File: src/rtl/cpu_sequencer_pkg.sv
// Shared types and constants for the multi-cycle MIPS sequencer.
package cpu_pkg;

    typedef enum logic [2:0] {
        FETCH  = 3'd0,
        EXEC   = 3'd1,
        MEM    = 3'd2,
        MULDIV = 3'd3,
        HALTED = 3'd4
    } seq_state_t;

    localparam logic [31:0] HALT_ADDR = 32'h0000_0000;

    // States in which a bus transfer is outstanding and the watchdog may run.
    function automatic logic is_bus_state(input seq_state_t s);
        return (s == FETCH) || (s == MEM);
    endfunction

endpackage

File: src/rtl/cpu_sequencer_if.sv
// Bus, decoder and control signals between the sequencer and the rest of the core.
interface cpu_sequencer_if #(
    parameter int CNT_W = 32
);

    logic             waitrequest;
    logic             data_read;
    logic             data_write;
    logic             muldiv_start;
    logic             muldiv_done;
    logic             pc_zero;
    logic             bus_read;
    logic             bus_write;
    logic             addr_sel_data;
    logic             ir_wren;
    logic             pc_wren;
    logic             reg_commit;
    logic             muldiv_go;
    logic             active;
    logic             fault;
    logic [CNT_W-1:0] retired;

    modport master (
        input  waitrequest, data_read, data_write, muldiv_start, muldiv_done, pc_zero,
        output bus_read, bus_write, addr_sel_data, ir_wren, pc_wren, reg_commit,
        output muldiv_go, active, fault, retired
    );

    modport slave (
        output waitrequest, data_read, data_write, muldiv_start, muldiv_done, pc_zero,
        input  bus_read, bus_write, addr_sel_data, ir_wren, pc_wren, reg_commit,
        input  muldiv_go, active, fault, retired
    );

endinterface

File: src/rtl/cpu_sequencer_bus_watchdog.sv
// Saturating counter of consecutive stalled bus cycles; expired once MAX_WAIT is reached.
module bus_watchdog #(
    parameter int MAX_WAIT = 255
) (
    input  logic clk,
    input  logic reset,
    input  logic count_en,
    input  logic clear,
    output logic expired
);

    localparam int CW = $clog2(MAX_WAIT + 1);

    logic [CW-1:0] count_q, count_d;

    always_comb begin
        count_d = count_q;
        if (clear) begin
            count_d = '0;
        end else if (count_en && (count_q != CW'(MAX_WAIT))) begin
            count_d = count_q + CW'(1);
        end
    end

    always_ff @(posedge clk or posedge reset) begin
        if (reset) begin
            count_q <= '0;
        end else begin
            count_q <= count_d;
        end
    end

    assign expired = (count_q == CW'(MAX_WAIT));

endmodule

File: src/rtl/cpu_sequencer.sv
// Multi-cycle sequencer: fetch, execute, optional memory or mul/div wait, then commit.
module cpu_sequencer
    import cpu_pkg::*;
#(
    parameter int MAX_WAIT = 255,
    parameter int CNT_W    = 32
) (
    input  logic            clk,
    input  logic            reset,
    cpu_sequencer_if.master bus
);

    seq_state_t       state_q, state_d;
    logic             active_q, active_d;
    logic             fault_q, fault_d;
    logic [CNT_W-1:0] retired_q, retired_d;

    logic rd_c, wr_c, asd_c, ir_c, pc_c, rc_c, go_c;
    logic wd_count_en, wd_expired;

    assign wd_count_en = is_bus_state(state_q) && bus.waitrequest;

    bus_watchdog #(
        .MAX_WAIT (MAX_WAIT)
    ) u_watchdog (
        .clk      (clk),
        .reset    (reset),
        .count_en (wd_count_en),
        .clear    (!wd_count_en),
        .expired  (wd_expired)
    );

    // Strobes are Mealy on waitrequest/muldiv_done and held low while reset is high.
    always_comb begin
        state_d = state_q;
        fault_d = fault_q;
        rd_c    = 1'b0;
        wr_c    = 1'b0;
        asd_c   = 1'b0;
        ir_c    = 1'b0;
        pc_c    = 1'b0;
        rc_c    = 1'b0;
        go_c    = 1'b0;
        if (!reset) begin
            case (state_q)
                FETCH: begin
                    if (wd_expired) begin
                        fault_d = 1'b1;
                        state_d = HALTED;
                    end else if (bus.pc_zero) begin
                        state_d = HALTED;
                    end else begin
                        rd_c = 1'b1;
                        if (!bus.waitrequest) begin
                            ir_c    = 1'b1;
                            state_d = EXEC;
                        end
                    end
                end
                EXEC: begin
                    if (bus.data_read || bus.data_write) begin
                        state_d = MEM;
                    end else if (bus.muldiv_start) begin
                        go_c    = 1'b1;
                        state_d = MULDIV;
                    end else begin
                        rc_c    = 1'b1;
                        pc_c    = 1'b1;
                        state_d = FETCH;
                    end
                end
                MEM: begin
                    if (wd_expired) begin
                        fault_d = 1'b1;
                        state_d = HALTED;
                    end else begin
                        // A malformed read+write instruction is treated as a load.
                        asd_c = 1'b1;
                        rd_c  = bus.data_read;
                        wr_c  = bus.data_write && !bus.data_read;
                        if (!bus.waitrequest) begin
                            rc_c    = bus.data_read;
                            pc_c    = 1'b1;
                            state_d = FETCH;
                        end
                    end
                end
                MULDIV: begin
                    if (bus.muldiv_done) begin
                        pc_c    = 1'b1;
                        state_d = FETCH;
                    end
                end
                HALTED: begin
                    state_d = HALTED;
                end
                default: begin
                    state_d = HALTED;
                end
            endcase
        end
        active_d  = (state_d != HALTED);
        retired_d = retired_q + CNT_W'(pc_c);
    end

    always_ff @(posedge clk or posedge reset) begin
        if (reset) begin
            state_q   <= FETCH;
            active_q  <= 1'b0;
            fault_q   <= 1'b0;
            retired_q <= '0;
        end else begin
            state_q   <= state_d;
            active_q  <= active_d;
            fault_q   <= fault_d;
            retired_q <= retired_d;
        end
    end

    assign bus.bus_read      = rd_c;
    assign bus.bus_write     = wr_c;
    assign bus.addr_sel_data = asd_c;
    assign bus.ir_wren       = ir_c;
    assign bus.pc_wren       = pc_c;
    assign bus.reg_commit    = rc_c;
    assign bus.muldiv_go     = go_c;
    assign bus.active        = active_q;
    assign bus.fault         = fault_q;
    assign bus.retired       = retired_q;

endmodule

File: src/flat_wrapper.sv
// flat-port wrapper written by rule: the top's interface ports become plain ports
module cpu_sequencer_flat import cpu_pkg::*;
#(
    parameter int MAX_WAIT = 255,
    parameter int CNT_W    = 32
)
  (clk, reset, bus_waitrequest, bus_data_read, bus_data_write, bus_muldiv_start, bus_muldiv_done, bus_pc_zero, bus_bus_read, bus_bus_write, bus_addr_sel_data, bus_ir_wren, bus_pc_wren, bus_reg_commit, bus_muldiv_go, bus_active, bus_fault, bus_retired);
  cpu_sequencer_if #(.CNT_W(CNT_W)) bus_i ();
  input  logic clk;
  input  logic reset;
  input wire logic [$bits(bus_i.waitrequest)-1:0] bus_waitrequest;
  input wire logic [$bits(bus_i.data_read)-1:0] bus_data_read;
  input wire logic [$bits(bus_i.data_write)-1:0] bus_data_write;
  input wire logic [$bits(bus_i.muldiv_start)-1:0] bus_muldiv_start;
  input wire logic [$bits(bus_i.muldiv_done)-1:0] bus_muldiv_done;
  input wire logic [$bits(bus_i.pc_zero)-1:0] bus_pc_zero;
  output wire logic [$bits(bus_i.bus_read)-1:0] bus_bus_read;
  output wire logic [$bits(bus_i.bus_write)-1:0] bus_bus_write;
  output wire logic [$bits(bus_i.addr_sel_data)-1:0] bus_addr_sel_data;
  output wire logic [$bits(bus_i.ir_wren)-1:0] bus_ir_wren;
  output wire logic [$bits(bus_i.pc_wren)-1:0] bus_pc_wren;
  output wire logic [$bits(bus_i.reg_commit)-1:0] bus_reg_commit;
  output wire logic [$bits(bus_i.muldiv_go)-1:0] bus_muldiv_go;
  output wire logic [$bits(bus_i.active)-1:0] bus_active;
  output wire logic [$bits(bus_i.fault)-1:0] bus_fault;
  output wire logic [$bits(bus_i.retired)-1:0] bus_retired;
  assign bus_i.waitrequest = bus_waitrequest;
  assign bus_i.data_read = bus_data_read;
  assign bus_i.data_write = bus_data_write;
  assign bus_i.muldiv_start = bus_muldiv_start;
  assign bus_i.muldiv_done = bus_muldiv_done;
  assign bus_i.pc_zero = bus_pc_zero;
  assign bus_bus_read = bus_i.bus_read;
  assign bus_bus_write = bus_i.bus_write;
  assign bus_addr_sel_data = bus_i.addr_sel_data;
  assign bus_ir_wren = bus_i.ir_wren;
  assign bus_pc_wren = bus_i.pc_wren;
  assign bus_reg_commit = bus_i.reg_commit;
  assign bus_muldiv_go = bus_i.muldiv_go;
  assign bus_active = bus_i.active;
  assign bus_fault = bus_i.fault;
  assign bus_retired = bus_i.retired;
  cpu_sequencer #(.MAX_WAIT(MAX_WAIT), .CNT_W(CNT_W)) u_core (.clk(clk), .reset(reset), .bus(bus_i));
endmodule
File: config.mk
export PLATFORM = sky130hd
export DESIGN_NAME = cpu_sequencer_flat
export DESIGN_NICKNAME = d
export VERILOG_FILES = /design/src/rtl/cpu_sequencer_pkg.sv /design/src/rtl/cpu_sequencer_if.sv /design/src/rtl/cpu_sequencer_bus_watchdog.sv /design/src/rtl/cpu_sequencer.sv /design/src/flat_wrapper.sv
export SDC_FILE = /design/constraint.sdc
export NUM_CORES = 1
export LEC_CHECK = 0
export ABC_AREA = 1
export BUFFER_PORTS_ARGS = -buffer_cell sky130_fd_sc_hd__buf_2
export CAP_MARGIN = 10
export CORE_MARGIN = 2
export CORE_UTILIZATION = 49
export DETAILED_ROUTE_END_ITERATION = 6
export PLACE_DENSITY = 0.7
export SYNTH_ARGS = -nofsm -noshare
export SYNTH_HDL_FRONTEND = slang
export SYNTH_SLANG_ARGS = --single-unit
File: constraint.sdc
create_clock -name clk -period 3.77 [get_ports clk]
set_input_delay 0 -clock clk [delete_from_list [all_inputs] [get_ports clk]]
set_output_delay 0 -clock clk [all_outputs]
set_load 0.05 [all_outputs]
==> impl_metrics.tcl, run 1 <==
set metrics [dict create \
    detail_route.wl_per_cell_um 12.3 \
    synthesis.nets 327 \
    cts.path.max_buffers 2 \
    whs_ns 0.106 \
    viasPerCell 4.92 \
    critPathMostFrequentCell "nand2_1" \
    clk_pin_slew_ns 0.09 \
    hold_viol_final 0 \
    end_kind "flop" \
    grt_max_degree 49 \
    antenna_found_initial 0 \
    h-tree-depth 2 \
    ir_drop_v 0.000145 \
    vias 2153 \
    crit_family "simple AND/OR/NAND/NOR gates" \
    p_leak_uw 0.00155 \
    gr-usage-all-layers_pct 21.1 \
    max_stage_delay_ns 0.42 \
    path_buf_inv 1 \
    initial_core_util_pct 51.9 \
    numPortBuffers 48 \
    r2r_cells 19 \
    hold_class "input port to flop" \
    clock_sinks 45 \
    cap_violations 0 \
    avgSynthCellArea_um2 7.91 \
    crit_chain "ha_1, nand2_1, nor2_1, nand2_2, nand2_1, o21ai_0, o21ai_0, inv_1, ha_1, ha_1, nand2_2, nor2_4, nand2_4, nor2_4, nand2_2, nor2_2, nand2_1, nand2_1, nand2_1" \
    cts_buffers 5 \
    finalWorstSetupSlack_ns 0.921 \
    fin_crit_sh_pct 75.6 \
    grt-ovfl-total 0 \
    layout-drive-gt1-share_pct 21.0 \
    slew_headroom_pct 60.2 \
    fp.dieW_um 75.4 \
    min_period_ns 2.85 \
    crit_slowest_cell "dfrtp_1" \
    ios 49 \
    core_um2 4820 \
    die_height_um 75.4 \
    totalWireLength_um 5410 \
    finalSetupTns_ns 0 \
    worstHoldStart "bus_pc_zero" \
    powerDensity_nw_per_um2 315 \
    path_class "flop to flop" \
    finalSetupViolations 0 \
    cp.required_ns 3.96 \
    crit_fanout 12 \
    place_hpwl_um 4230 \
    netlist_area_um2 2500 \
    min_to "u_core.state_q[2]$_DFF_PP0_" \
    synth_cell_types 29 \
    worst_pin_slew_ns 0.598 \
    drc 0 \
    grt_pass1_vias 2076 \
    timing.rr.start "u_core.u_watchdog.count_q[0]$_DFFE_PP0P_" \
    totalPowerFinal_uw 932 \
    report.final.slew_viol_count 0 \
    arrival_ns 3.04 \
    first_iter_violations 158 \
    fin_skew_ns 0.00635 \
    ys_seq_elements 45 \
    timing.rr.end "u_core.bus.retired[18]$_DFF_PP0_" \
    fin_nets 381 \
    finalNonFillerCells 438 \
    rows 25 \
    clk_latency_ns 0.30 \
    pre_cts_ws_ns 0.940 \
    whs_path_depth 5 \
    ctsResizeCount 0 \
    diodes 0 \
    grt_pass1_wl_um 9150 \
    status "finished clean" \
    rsz0062_at_grt "false" \
    firstDrtPassIters 4 \
    ant_nets 0 \
    die-area_um2 5690 \
    cts_tree "done" \
    r2r_slack_ns 0.92 \
    yosys_warnings 0 \
    gp_congestion 0.861 \
    cts-root-buf "clkbuf_8" \
    start_kind "flop" \
    synthToLayoutAreaGrowth_pct 18.2 \
    synth_cells 316 \
    ys_seq_area_share_pct 45.0 \
    max_freq_ghz 0.351 \
    placed_cells 429 \
]
[sequential cells by signal, indices dropped and copies added, names as in the netlist]
name / flops
u_core.bus.retired: 32
u_core.u_watchdog.count_q: 8
u_core.state_q: 3
u_core.bus.active: 1
u_core.bus.fault: 1
[how the worst max path moves through the flow]
stage | from | to | slack [ns] | cells after the start
finish | u_core.u_watchdog.count_q[0]$_DFFE_PP0P_ | u_core.bus.retired[18]$_DFF_PP0_ | 0.92 | 19
global route | u_core.u_watchdog.count_q[0]$_DFFE_PP0P_ | u_core.bus.retired[18]$_DFF_PP0_ | 0.60 | 19
CTS | u_core.u_watchdog.count_q[0]$_DFFE_PP0P_ | u_core.bus.retired[18]$_DFF_PP0_ | 0.91 | 19
detailed placement | u_core.u_watchdog.count_q[0]$_DFFE_PP0P_ | u_core.bus.retired[18]$_DFF_PP0_ | 0.94 | 19
global placement | u_core.u_watchdog.count_q[0]$_DFFE_PP0P_ | u_core.bus.retired[18]$_DFF_PP0_ | 1.11 | 19
floorplan | reset | u_core.bus.retired[18]$_DFF_PP0_ | 0.59 | 15
[report_power, final]
group          internal [µW]  total, µW  switching (µW)  leakage, µW
sequential               483        483           0.405     0.000570
combinational           5.63       24.1            18.4     0.000913
clock                    263        424             161    0.0000681
total                    752        932             180      0.00155
[metrics by stage]
| stage | utilization [%] | instance area (µm²) |
|---|---|---|
| floorplan | - | 2500 |
| global placement | 58.4 | 2810 |
| detailed placement | 58.4 | 2810 |
| CTS | 61.4 | 2960 |
| global route | 61.4 | 2960 |
| finish | 61.4 | 2960 |
[cell usage in the layout (no fill, tap or decap), types with 2 or more instances in the layout]
cell,netlist,layout
nand2_1,77,77
a21oi_1,6,6
bufinv_16,0,2
nor3_1,13,13
dfrtp_1,45,45
ha_1,3,3
xnor2_1,5,5
clkbuf_8,0,5
nor2_1,50,50
o21ai_0,5,5
buf_2,1,48
nand3_1,11,11
nor2_2,4,4
nand2_2,4,4
nor3_2,4,4
nand4_1,5,5
nand3_2,3,3
inv_1,43,42
xor2_1,23,23
nor2_4,3,3
[worst min-delay path, stage by stage]
cell and delay (ns):
buf_2 0.09, inv_1 0.05, nand2_1 0.06, nand3_1 0.08, nand2_1 0.09
[layout make-up]
class                           count  area (µm²)
Fill cell                         450        1860
Multi-Input combinational cell    225        1190
Sequential cell                    45        1130
Timing Repair Buffer               50         258
Inverter                           43         161
Tap cell                           67        83.8
Clock buffer                        5        68.8
Clock inverter                      3        65.1
[repair_timing]
action | CTS | global route
hold endpoints to repair | 45 | 0
buffers inserted | 0 | 0
hold buffers | 1 | 0
setup endpoints to repair | 0 | 0
[cell families (layout without fill, tap and decap cells)]
logic type	Yosys count	in the layout	share of synthesized area (%)
adder cells (fa/ha/maj)	3	3	1.50
buffers and inverters	46	101	7.26
AND/OR/NAND/NOR	177	177	32.3
XOR/XNOR	28	28	9.81
AO/OA/AOI/OAI	17	17	4.10
flip-flops	45	45	45.0
[cell usage after synthesis]
cell,count,area [µm²]
a21oi_1,6,30.0
nand3b_1,1,7.51
o211a_1,1,10.0
nand4_1,5,31.3
a21boi_0,1,7.51
nor2_2,4,25.0
nor3_2,4,40.0
buf_6,1,11.3
buf_2,1,5.00
inv_1,43,161
nor3_1,13,65.1
o21a_1,1,7.51
xor2_1,23,201
a21oi_2,1,8.76
o21ai_0,5,25.0
xnor2_1,5,43.8
nor2_4,3,33.8
clkbuf_1,1,3.75
nand3_1,11,55.1
nand2_4,1,11.3
ha_1,3,37.5
a31oi_1,1,6.26
nor2_1,50,188
nand2_2,4,25.0
o31ai_1,1,7.51
dfrtp_1,45,1130
nand3_2,3,30.0
nor4_1,1,6.26
nand2_1,77,289
[layer usage]
layer / up-vias / GRT usage [%] / wire length [µm]
li1: 1090 / - / -
met1: 990 / 27.2 / 2400
met2: 58 / 34.5 / 2620
met3: 15 / 4.89 / 259
met4: 0 / 7.99 / 124
met5: - / 0 / 0
No activity file was read; power rests on OpenSTA's default activity.
==> inputs of run 2 (changes only) <==
==> constraint.sdc (replaced) <==
create_clock -name clk -period 2.7 [get_ports clk]
set_input_delay 0 -clock clk [delete_from_list [all_inputs] [get_ports clk]]
set_output_delay 0 -clock clk [all_outputs]
set_load 0.05 [all_outputs]
==> run 2 against run 1 <==
Against the previous run: critical path type unchanged; sequential cell count unchanged; largest cell class unchanged; critical path depth unchanged; total power grew 19%; critical endpoint unchanged; highest routed layer unchanged; hold slack improved by 0.0087 ns; non-clock buffer count is 1 higher; first-iteration DRC count is 16% lower; combinational power is 40% higher; clock power shrank 4.7%; global-route usage decreased by 0.25 points.
==> impl_metrics.tcl, run 2 (same netlist as run 1, synthesis figures left out) <==
set metrics [dict create \
    ant_nets 0 \
    cts_tree "done" \
    first_iter_violations 133 \
    core_um2 4820 \
    n_fill_cell 460 \
    gp_congestion 0.890 \
    finalWorstSetupSlack_ns 0.271 \
    fin_skew_ns 0.00926 \
    detail_route.wl_per_cell_um 12.4 \
    p_leak_uw 0.00152 \
    grt_pass1_wl_um 8910 \
    totalWireLength_um 5430 \
    cp.required_ns 2.89 \
    ir_drop_v 0.000237 \
    finalSetupViolations 0 \
    antenna_found_initial 0 \
    numPortBuffers 48 \
    crit_fanout 4 \
    fp.dieW_um 75.4 \
    start_kind "flop" \
    path_buf_inv 1 \
    multi_input_area_um2 1220 \
    place_hpwl_um 4230 \
    report.final.slew_viol_count 0 \
    final_util_pct 61.1 \
    grt_pass1_vias 1982 \
    fin_crit_sh_pct 90.0 \
    powerDensity_nw_per_um2 378 \
    min_period_ns 2.43 \
    crit_family "simple AND/OR/NAND/NOR gates" \
    synthToLayoutAreaGrowth_pct 17.7 \
    cts-root-buf "clkbuf_8" \
    arrival_ns 2.62 \
    fin_nets 382 \
    end_kind "flop" \
    final_cell_mix "nand2_1, nor2_1, buf_2" \
    clock_sinks 45 \
    crit_chain "ha_2, nand2_1, nor2_1, nand2_2, nand2_1, o21ai_1, o21ai_1, inv_2, ha_4, ha_4, nand2_2, nor2_4, nand2_4, nor2_4, nand2_2, nor2_2, nand2_1, nand2_1, nand2_1" \
    grt-ovfl-total 0 \
    regArea_um2 1130 \
    path_class "flop to flop" \
    critPathMostFrequentCell "nand2_1" \
    die-area_um2 5690 \
    pre_cts_ws_ns 0.237 \
    ios 49 \
    crit_slowest_cell "dfrtp_1" \
    h-tree-depth 2 \
    die_height_um 75.4 \
    mostFrequentLayoutCell "nand2_1" \
    clk_latency_ns 0.30 \
    cap_violations 0 \
    initial_core_util_pct 51.9 \
    max_freq_ghz 0.412 \
    cts_setup_buffers 0 \
    finalSetupTns_ns 0 \
    rsz0062_at_grt "false" \
    cts_buffers 5 \
    rows 25 \
    layout-drive-gt1-share_pct 22.0 \
    hold_viol_final 0 \
    largest_reg_flops 32 \
    gr-usage-all-layers_pct 20.8 \
    finalNonFillerCells 439 \
    placed_cells 430 \
    viasPerCell 4.89 \
    hold_class "input port to flop" \
    clk_pin_slew_ns 0.08 \
    drc 0 \
    worst_pin_slew_ns 0.573 \
    slew_headroom_pct 61.8 \
    status "finished clean" \
    max_stage_delay_ns 0.41 \
    grt_max_degree 49 \
    cts.path.max_buffers 2 \
    vias 2148 \
    diodes 0 \
    firstDrtPassIters 5 \
]
run 2: cell types whose count changed in the layout (fill, tap and decap cells not counted), moves of 2 or more:
cell	change
ha_1	-3
bufinv_16	-2
ha_4	+2
o21ai_0	-2
o21ai_1	+2
run 2: metal layers:
layer  vias up  wire length, µm  track usage [%]
li1       1095                -                -
met1       986             2670             30.2
met2        54             2370             30.9
met3        13              289             4.63
met4         0               99             7.02
met5         -                0                0
run 2: timing repair:
action,4_1_cts,5_1_grt
endpoints found under the setup margin,0,1
hold buffers,1,0
endpoints found under the hold margin,45,0
gates resized for setup,0,1
run 2: through the flow:
stage               instance area, µm²  hold slack, ns  power (µW)
finish                            2940           0.114        1110
global route                      2940           0.158        1150
CTS                               2940           0.101        1120
detailed placement                2850           0.308         722
global placement                  2850           0.304         722
floorplan                         2530           0.176         709
run 2: layout make-up:
| cell class | count | area share [%] |
|---|---|---|
| multi-input cells | 225 | 41.5 |
| flip-flops and latches | 45 | 38.3 |
| repair buffers | 51 | 9.01 |
| inverters | 43 | 5.61 |
| well taps | 67 | 2.85 |
| clock buffers | 6 | 2.47 |
| clock inverters | 2 | 0.340 |
run 2: path summary, 6_finish.rpt:
kind | start | end | slack (ns) | depth (start not counted)
setup reg to reg | u_core.u_watchdog.count_q[0]$_DFFE_PP0P_ | u_core.bus.retired[18]$_DFF_PP0_ | 0.27 | 19
hold reg to reg | u_core.bus.fault$_DFFE_PP0P_ | u_core.bus.fault$_DFFE_PP0P_ | 0.47 | 2
setup / recovery | u_core.u_watchdog.count_q[0]$_DFFE_PP0P_ | u_core.bus.retired[18]$_DFF_PP0_ | 0.27 | 19
max in group asynchronous | reset | u_core.u_watchdog.count_q[3]$_DFFE_PP0P_ | 1.80 | 4
min in group asynchronous | reset | u_core.bus.retired[30]$_DFF_PP0_ | 0.51 | 4
hold / removal | bus_pc_zero | u_core.state_q[2]$_DFF_PP0_ | 0.11 | 5
run 2: worst register-to-register path: cells and delay by family (launching register included):
kind	cells	cell delay [ns]
compound gates	2	0.22
fa+ha+maj	3	0.52
simple gates	13	1.11
buf+inv	1	0.08
flops	1	0.41
run 2: report_power, final:
| group | internal [µW] | switching [µW] | leakage [µW] |
|---|---|---|---|
| Clock | 180 | 225 | 0.0000450 |
| Sequential | 674 | 1.00 | 0.000570 |
| Combinational | 8.08 | 25.7 | 0.000901 |
